[src/rtl/rm_lane_sequencer.sv]
`default_nettype none
// ============================================================================
// rm_lane_sequencer : per-lane ordered-event sequencer with match-record FIFO
// Revision 1.0
// ============================================================================
module rm_lane_sequencer #(
    parameter int NUM_LANES  = 5,
    parameter int SEQ_LEN    = 4,
    parameter int TIMEOUT    = 16,
    parameter int FIFO_DEPTH = 4,
    parameter int CNT_W      = 16,
    localparam int LW        = (NUM_LANES > 1) ? $clog2(NUM_LANES) : 1
) (
    input  logic                 clk_i,
    input  logic                 rst_ni,
    input  logic                 probe_val_i,
    input  logic [LW-1:0]        lane_i,
    input  logic                 reset_lane_i,
    output logic                 match_valid_o,
    input  logic                 match_ready_i,
    output logic [LW-1:0]        match_lane_o,
    output logic [CNT_W-1:0]     match_stamp_o,
    output logic [NUM_LANES-1:0] armed_o,
    output logic [NUM_LANES-1:0] timeout_mask_o,
    output logic [CNT_W-1:0]     total_matches_o,
    output logic                 overflow_o
);

    localparam int SW = (SEQ_LEN > 1) ? $clog2(SEQ_LEN + 1) : 1;
    localparam int TW = $clog2(TIMEOUT);
    localparam int AW = $clog2(FIFO_DEPTH);
    localparam int RW = LW + CNT_W;

    typedef enum logic {
        LANE_IDLE  = 1'b0,
        LANE_ARMED = 1'b1
    } lane_state_t;

    logic [NUM_LANES-1:0] complete_vec;
    logic [NUM_LANES-1:0] timeout_vec;

    // ------------------------------------------------------------------
    // Per-lane sequence tracking
    // ------------------------------------------------------------------
    for (genvar i = 0; i < NUM_LANES; i++) begin : g_lane
        lane_state_t   state_q, state_d;
        logic [SW-1:0] step_q, step_d;
        logic [TW-1:0] timer_q, timer_d;
        logic          hit;
        logic          complete;
        logic          expire;

        // Out-of-range lane indices never match any lane, so they are ignored.
        assign hit = (lane_i == LW'(i));

        always_comb begin
            state_d  = state_q;
            step_d   = step_q;
            timer_d  = timer_q;
            complete = 1'b0;
            expire   = 1'b0;
            if (hit && reset_lane_i) begin
                state_d = LANE_IDLE;
                step_d  = '0;
                timer_d = '0;
            end else if (hit && probe_val_i) begin
                timer_d = '0;
                if (step_q == SW'(SEQ_LEN - 1)) begin
                    state_d  = LANE_IDLE;
                    step_d   = '0;
                    complete = 1'b1;
                end else begin
                    state_d = LANE_ARMED;
                    step_d  = step_q + 1'b1;
                end
            end else if (state_q == LANE_ARMED) begin
                if (timer_q == TW'(TIMEOUT - 1)) begin
                    state_d = LANE_IDLE;
                    step_d  = '0;
                    timer_d = '0;
                    expire  = 1'b1;
                end else begin
                    timer_d = timer_q + 1'b1;
                end
            end
        end

        always_ff @(posedge clk_i) begin
            if (!rst_ni) begin
                state_q <= LANE_IDLE;
                step_q  <= '0;
                timer_q <= '0;
            end else begin
                state_q <= state_d;
                step_q  <= step_d;
                timer_q <= timer_d;
            end
        end

        assign complete_vec[i] = complete;
        assign timeout_vec[i]  = expire;
        assign armed_o[i]      = (state_q == LANE_ARMED);
    end

    // ------------------------------------------------------------------
    // Match-record FIFO and counters
    // ------------------------------------------------------------------
    logic [RW-1:0]    mem [FIFO_DEPTH];
    logic [AW:0]      wptr, rptr;
    logic             empty, full, push, pop, push_ok;
    logic [RW-1:0]    head;
    logic [CNT_W-1:0] total_q;

    assign empty   = (wptr == rptr);
    assign full    = (wptr[AW] != rptr[AW]) && (wptr[AW-1:0] == rptr[AW-1:0]);
    assign push    = |complete_vec;
    assign pop     = !empty && match_ready_i;
    // A pop in the same cycle frees the slot the push needs.
    assign push_ok = push && (!full || pop);
    assign head    = mem[rptr[AW-1:0]];

    always_ff @(posedge clk_i) begin
        if (push_ok) begin
            mem[wptr[AW-1:0]] <= {lane_i, total_q};
        end
    end

    always_ff @(posedge clk_i) begin
        if (!rst_ni) begin
            wptr           <= '0;
            rptr           <= '0;
            total_q        <= '0;
            overflow_o     <= 1'b0;
            timeout_mask_o <= '0;
        end else begin
            timeout_mask_o <= timeout_vec;
            if (push_ok) begin
                wptr <= wptr + 1'b1;
            end
            if (pop) begin
                rptr <= rptr + 1'b1;
            end
            if (push && !push_ok) begin
                overflow_o <= 1'b1;
            end
            if (push && (total_q != {CNT_W{1'b1}})) begin
                total_q <= total_q + 1'b1;
            end
        end
    end

    assign match_valid_o   = !empty;
    assign match_lane_o    = empty ? '0 : head[RW-1:CNT_W];
    assign match_stamp_o   = empty ? '0 : head[CNT_W-1:0];
    assign total_matches_o = total_q;

endmodule
`default_nettype wire
[config.mk]
export PLATFORM = sky130hd
export DESIGN_NAME = rm_lane_sequencer
export DESIGN_NICKNAME = d
export VERILOG_FILES = /design/src/rtl/rm_lane_sequencer.sv
export SDC_FILE = /design/constraint.sdc
export NUM_CORES = 1
export LEC_CHECK = 0
export CELL_PAD_IN_SITES_DETAIL_PLACEMENT = 1
export CELL_PAD_IN_SITES_GLOBAL_PLACEMENT = 2
export CORE_MARGIN = 2
export CORE_UTILIZATION = 30
export DETAILED_ROUTE_END_ITERATION = 10
export HOLD_SLACK_MARGIN = 0.06
export PLACE_DENSITY = 0.74
export SLEW_MARGIN = 20
export SYNTH_ARGS = -nofsm -noshare
export SYNTH_HDL_FRONTEND = slang
export SYNTH_SLANG_ARGS = --single-unit
export TNS_END_PERCENT = 50
[constraint.sdc]
create_clock -name clk_i -period 2.3 [get_ports clk_i]
set_input_delay 0.23 -clock clk_i [delete_from_list [all_inputs] [get_ports clk_i]]
set_output_delay 0.23 -clock clk_i [all_outputs]
set_load 0.1 [all_outputs]
==> PnR_summary.wiki, run 1 <==
{| class="wikitable"
! Metric !! Value
|-
| Result of the run || finished clean
|-
| Final nets || between 600 and 700
|-
| Number of hold violations in the final report || 0
|-
| Total half-perimeter wirelength after legalization and detailed placement || 11350 um
|-
| Setup TNS || 0 ns
|-
| Global placer's final weighted congestion || between 0.7 and 0.8
|-
| Post-synthesis cell type count || between 50 and 60
|-
| Setup repair after global routing missed its margin || no
|-
| Length of the first detailed-routing pass in iterations || 4
|-
| Buffers from clock root to sink, at most || 2
|-
| Number of warning messages in the yosys log || 0
|-
| Fmax || about 460 MHz
|-
| Area of the multi-input gates || 2474 um^2
|-
| Count of buffers inserted at the top-level ports || 54
|-
| Pre-CTS setup slack || -0.1576 ns
|-
| WL per Instance || approximately 17 um
|-
| Vias after detailed routing || roughly 4400
|-
| DRC violation count after routing || 0
|-
| Total die area || between 20000 and 25000 um^2
|-
| Max Slew Vio Count || 0
|-
| Leakage || 2.944 nW
|-
| Root buffer cell || sky130_fd_sc_hd__clkbuf_16
|-
| Mean cell area of the mapped netlist || between 10 and 15 um^2
|-
| Fraction of synthesis flops using an asynchronous set or reset pin || 0
|-
| Most frequent cell after synthesis || sky130_fd_sc_hd__edfxtp_1
|-
| Kind of end point of the critical path || output pin
|-
| Total gr overflow || 0
|-
| Crit path max fanout || 22
|-
| Largest net degree at the start of global routing || 23
|-
| Dominant cell type by area after synthesis || sky130_fd_sc_hd__edfxtp_1
|-
| Endpoint arrival time on the critical path || around 1.9 ns
|-
| CTS H-tree lvls || 4
|-
| Share of the yosys chip area belonging to registers || 0.5847
|-
| Critical path class || flip-flop to output pin
|-
| Synthesized instance count || about 530
|-
| Ratio of final minimum period to clock period || 0.9426
|-
| Number of hold buffers added after CTS || 0
|-
| Cell types with the highest counts after synthesis || 76 x sky130_fd_sc_hd__edfxtp_1, 70 x sky130_fd_sc_hd__dfxtp_1, 52 x sky130_fd_sc_hd__nor2_1, 45 x sky130_fd_sc_hd__nand2_1, 28 x sky130_fd_sc_hd__and2_1
|-
| Post-layout worst setup margin || about 0.13 ns
|-
| Num Clock Sinks || between 100 and 150
|-
| Final cell utilization of the core || 0.3925
|-
| Worst slew slack as a fraction of its limit || 0.6680
|-
| Horizontal extent of the die || around 150 um
|-
| Latest clock arrival within the worst-skew pair || around 0.42 ns
|-
| Detailed-route wire length || between 15000 and 20000 um
|-
| Post-synthesis instance area || 6300 um^2
|-
| Area of all sequential standard cells || between 3000 and 4000 um^2
|-
| Vias in the first global route || between 4000 and 5000
|-
| Worst hold path class || flip-flop to flip-flop
|-
| Main area contributors after synthesis || sky130_fd_sc_hd__edfxtp_1 36%, sky130_fd_sc_hd__dfxtp_1 22%, sky130_fd_sc_hd__mux4_2 6.8%
|-
| Net count after synthesis || 550
|-
| Initial cell density of the core || 0.3025
|-
| Core region area || approximately 21000 um^2
|-
| Total global routing track utilization || 0.1480
|-
| Antenna Violating Nets Remaining || 0
|-
| Row count || 53
|-
| Drt initial violations || 195
|-
| Number of setup violations in the final report || 0
|-
| Number of enable flip-flop cells after synthesis || 76
|-
| Power density relative to cell area || 690.9 nW/um^2
|-
| Layout-stage area growth over the synthesis result || 29.73%
|-
| Area share of the largest cell type after synthesis || 0.3623
|-
| Initial antenna violation count || 0
|-
| Startpoint class of the critical path || flip-flop
|-
| TritonCTS clock tree || yes
|-
| Yosys reg bits || about 150
|-
| Clock period minus worst slack || between 2 and 2.5 ns
|-
| Required time worst endpoint || approximately 2.1 ns
|-
| Ratio of cells with drive above 1 in the final layout || 0.2752
|-
| Clock buffers created by TritonCTS || 17
|-
| Via-per-instance ratio || 4.849
|-
| Io pins || 55
|-
| Most used flip-flop cell after synthesis || sky130_fd_sc_hd__edfxtp_1
|-
| Total of max-cap violations || 0
|-
| Final Skew || a little under 0.009 ns
|-
| Transition time at the pin with the least slew margin || 0.4929 ns
|-
| Hold Worst Slack || around 0.47 ns
|-
| Die H || 148.9 um
|-
| Peak supply drop || 0.4737 mV
|-
| CTS clock-pin slew for the worst setup and hold paths || roughly 0.060 ns
|-
| Layout filler cell count || 2224
|-
| Antenna cells || 0
|-
| First-pass GRT wire length || between 20000 and 30000 um
|}
state kept, by name, summed over array words and instances (netlist names), named ones only:
name	cells
total_matches_o	16
wptr	3
g_lane.state_q	5
timeout_mask_o	5
mem	76
rptr	3
overflow_o	1
g_lane.step_q	15
g_lane.timer_q	20
power breakdown:
group | switching, W | internal (W)
Sequential | 0.0000124 | 0.00272
Clock | 0.00109 | 0.00167
Combinational | 0.0000968 | 0.0000614
Total | 0.00120 | 0.00445
repair_timing:
item                       CTS  global route
setup endpoints to repair   19             0
resized for setup            1             0
setup buffers                0             0
path summary, 6_finish.rpt:
kind,from,to,slack [ns],cells past startpoint
setup / recovery,wptr[2],match_stamp_o[8],0.13,4
hold / removal,g_lane[2].step_q[2],g_lane[2].step_q[2],0.47,1
setup reg to reg,total_matches_o[0],total_matches_o[3],0.18,7
hold reg to reg,g_lane[2].step_q[2],g_lane[2].step_q[2],0.47,1
layer usage:
metal  share of wire  track usage  vias to the layer above
met5               0            0                        -
met4           0.012      0.04095                        0
met3           0.032      0.03609                       16
met2            0.53       0.2659                       64
met1            0.43       0.1762                     2171
li1                -            -                     2113
per-stage QoR:
stage	power, W	cells	instance area, um^2
floorplan	0.002882	526	6345
global placement	0.002942	868	7581
CTS	0.005717	900	8173
detailed placement	0.002949	868	7581
finish	0.005647	900	8173
global route	0.005854	900	8173
layout make-up:
class,count,share of cell area
inverters,9,0.004133
flip-flops and latches,146,0.4544
clock buffers,21,0.05649
multi-input cells,348,0.3027
repair buffers,90,0.1246
well taps,275,0.04210
clock inverters,11,0.01562
critical path: stages, from the launching register on:
cell	delay [ns]
sky130_fd_sc_hd__dfxtp_1	0.39
sky130_fd_sc_hd__xnor2_1	0.17
sky130_fd_sc_hd__or3b_4	0.54
sky130_fd_sc_hd__and2_2	0.25
sky130_fd_sc_hd__buf_12	0.17
cells in the final DEF (no fill, tap or decap), types with 5 or more instances in the layout:
cell type,instances
sky130_fd_sc_hd__edfxtp_1,76
sky130_fd_sc_hd__buf_4,57
sky130_fd_sc_hd__dfxtp_1,54
sky130_fd_sc_hd__nor2_1,52
sky130_fd_sc_hd__nand2_1,45
sky130_fd_sc_hd__a21oi_1,27
sky130_fd_sc_hd__buf_12,26
sky130_fd_sc_hd__mux4_2,19
sky130_fd_sc_hd__o21ai_0,19
sky130_fd_sc_hd__nand3_1,19
sky130_fd_sc_hd__clkbuf_16,18
sky130_fd_sc_hd__and2_1,17
sky130_fd_sc_hd__ha_1,16
sky130_fd_sc_hd__or3_1,13
sky130_fd_sc_hd__nand2b_1,12
sky130_fd_sc_hd__dfxtp_2,12
sky130_fd_sc_hd__and2_2,11
sky130_fd_sc_hd__mux2i_1,11
sky130_fd_sc_hd__xor2_1,9
sky130_fd_sc_hd__inv_1,8
sky130_fd_sc_hd__nor3_1,8
sky130_fd_sc_hd__nand4_1,8
sky130_fd_sc_hd__clkdlybuf4s50_1,7
sky130_fd_sc_hd__nor3b_1,6
sky130_fd_sc_hd__a31oi_1,5
sky130_fd_sc_hd__mux2_2,5
cell families (layout without fill, tap and decap cells):
| group | after synthesis | after routing | share of synthesized area |
|---|---|---|---|
| AOI/OAI and AO/OA | 71 | 71 | 0.06773 |
| xor gates and xnor gates | 11 | 11 | 0.01529 |
| adders and majority gates | 16 | 16 | 0.03178 |
| buffers and inverters | 32 | 131 | 0.02522 |
| DFF | 146 | 146 | 0.5847 |
| muxes | 35 | 35 | 0.09434 |
| and+or+nand+nor | 215 | 215 | 0.1809 |
(Power assumes the default switching activity.)
==> run 2: changes to the inputs <==
- SKIP_LAST_GASP: unset -> 1
==> results of run 2 <==
Final layout, timing and power as in run 1 (identical DEF).
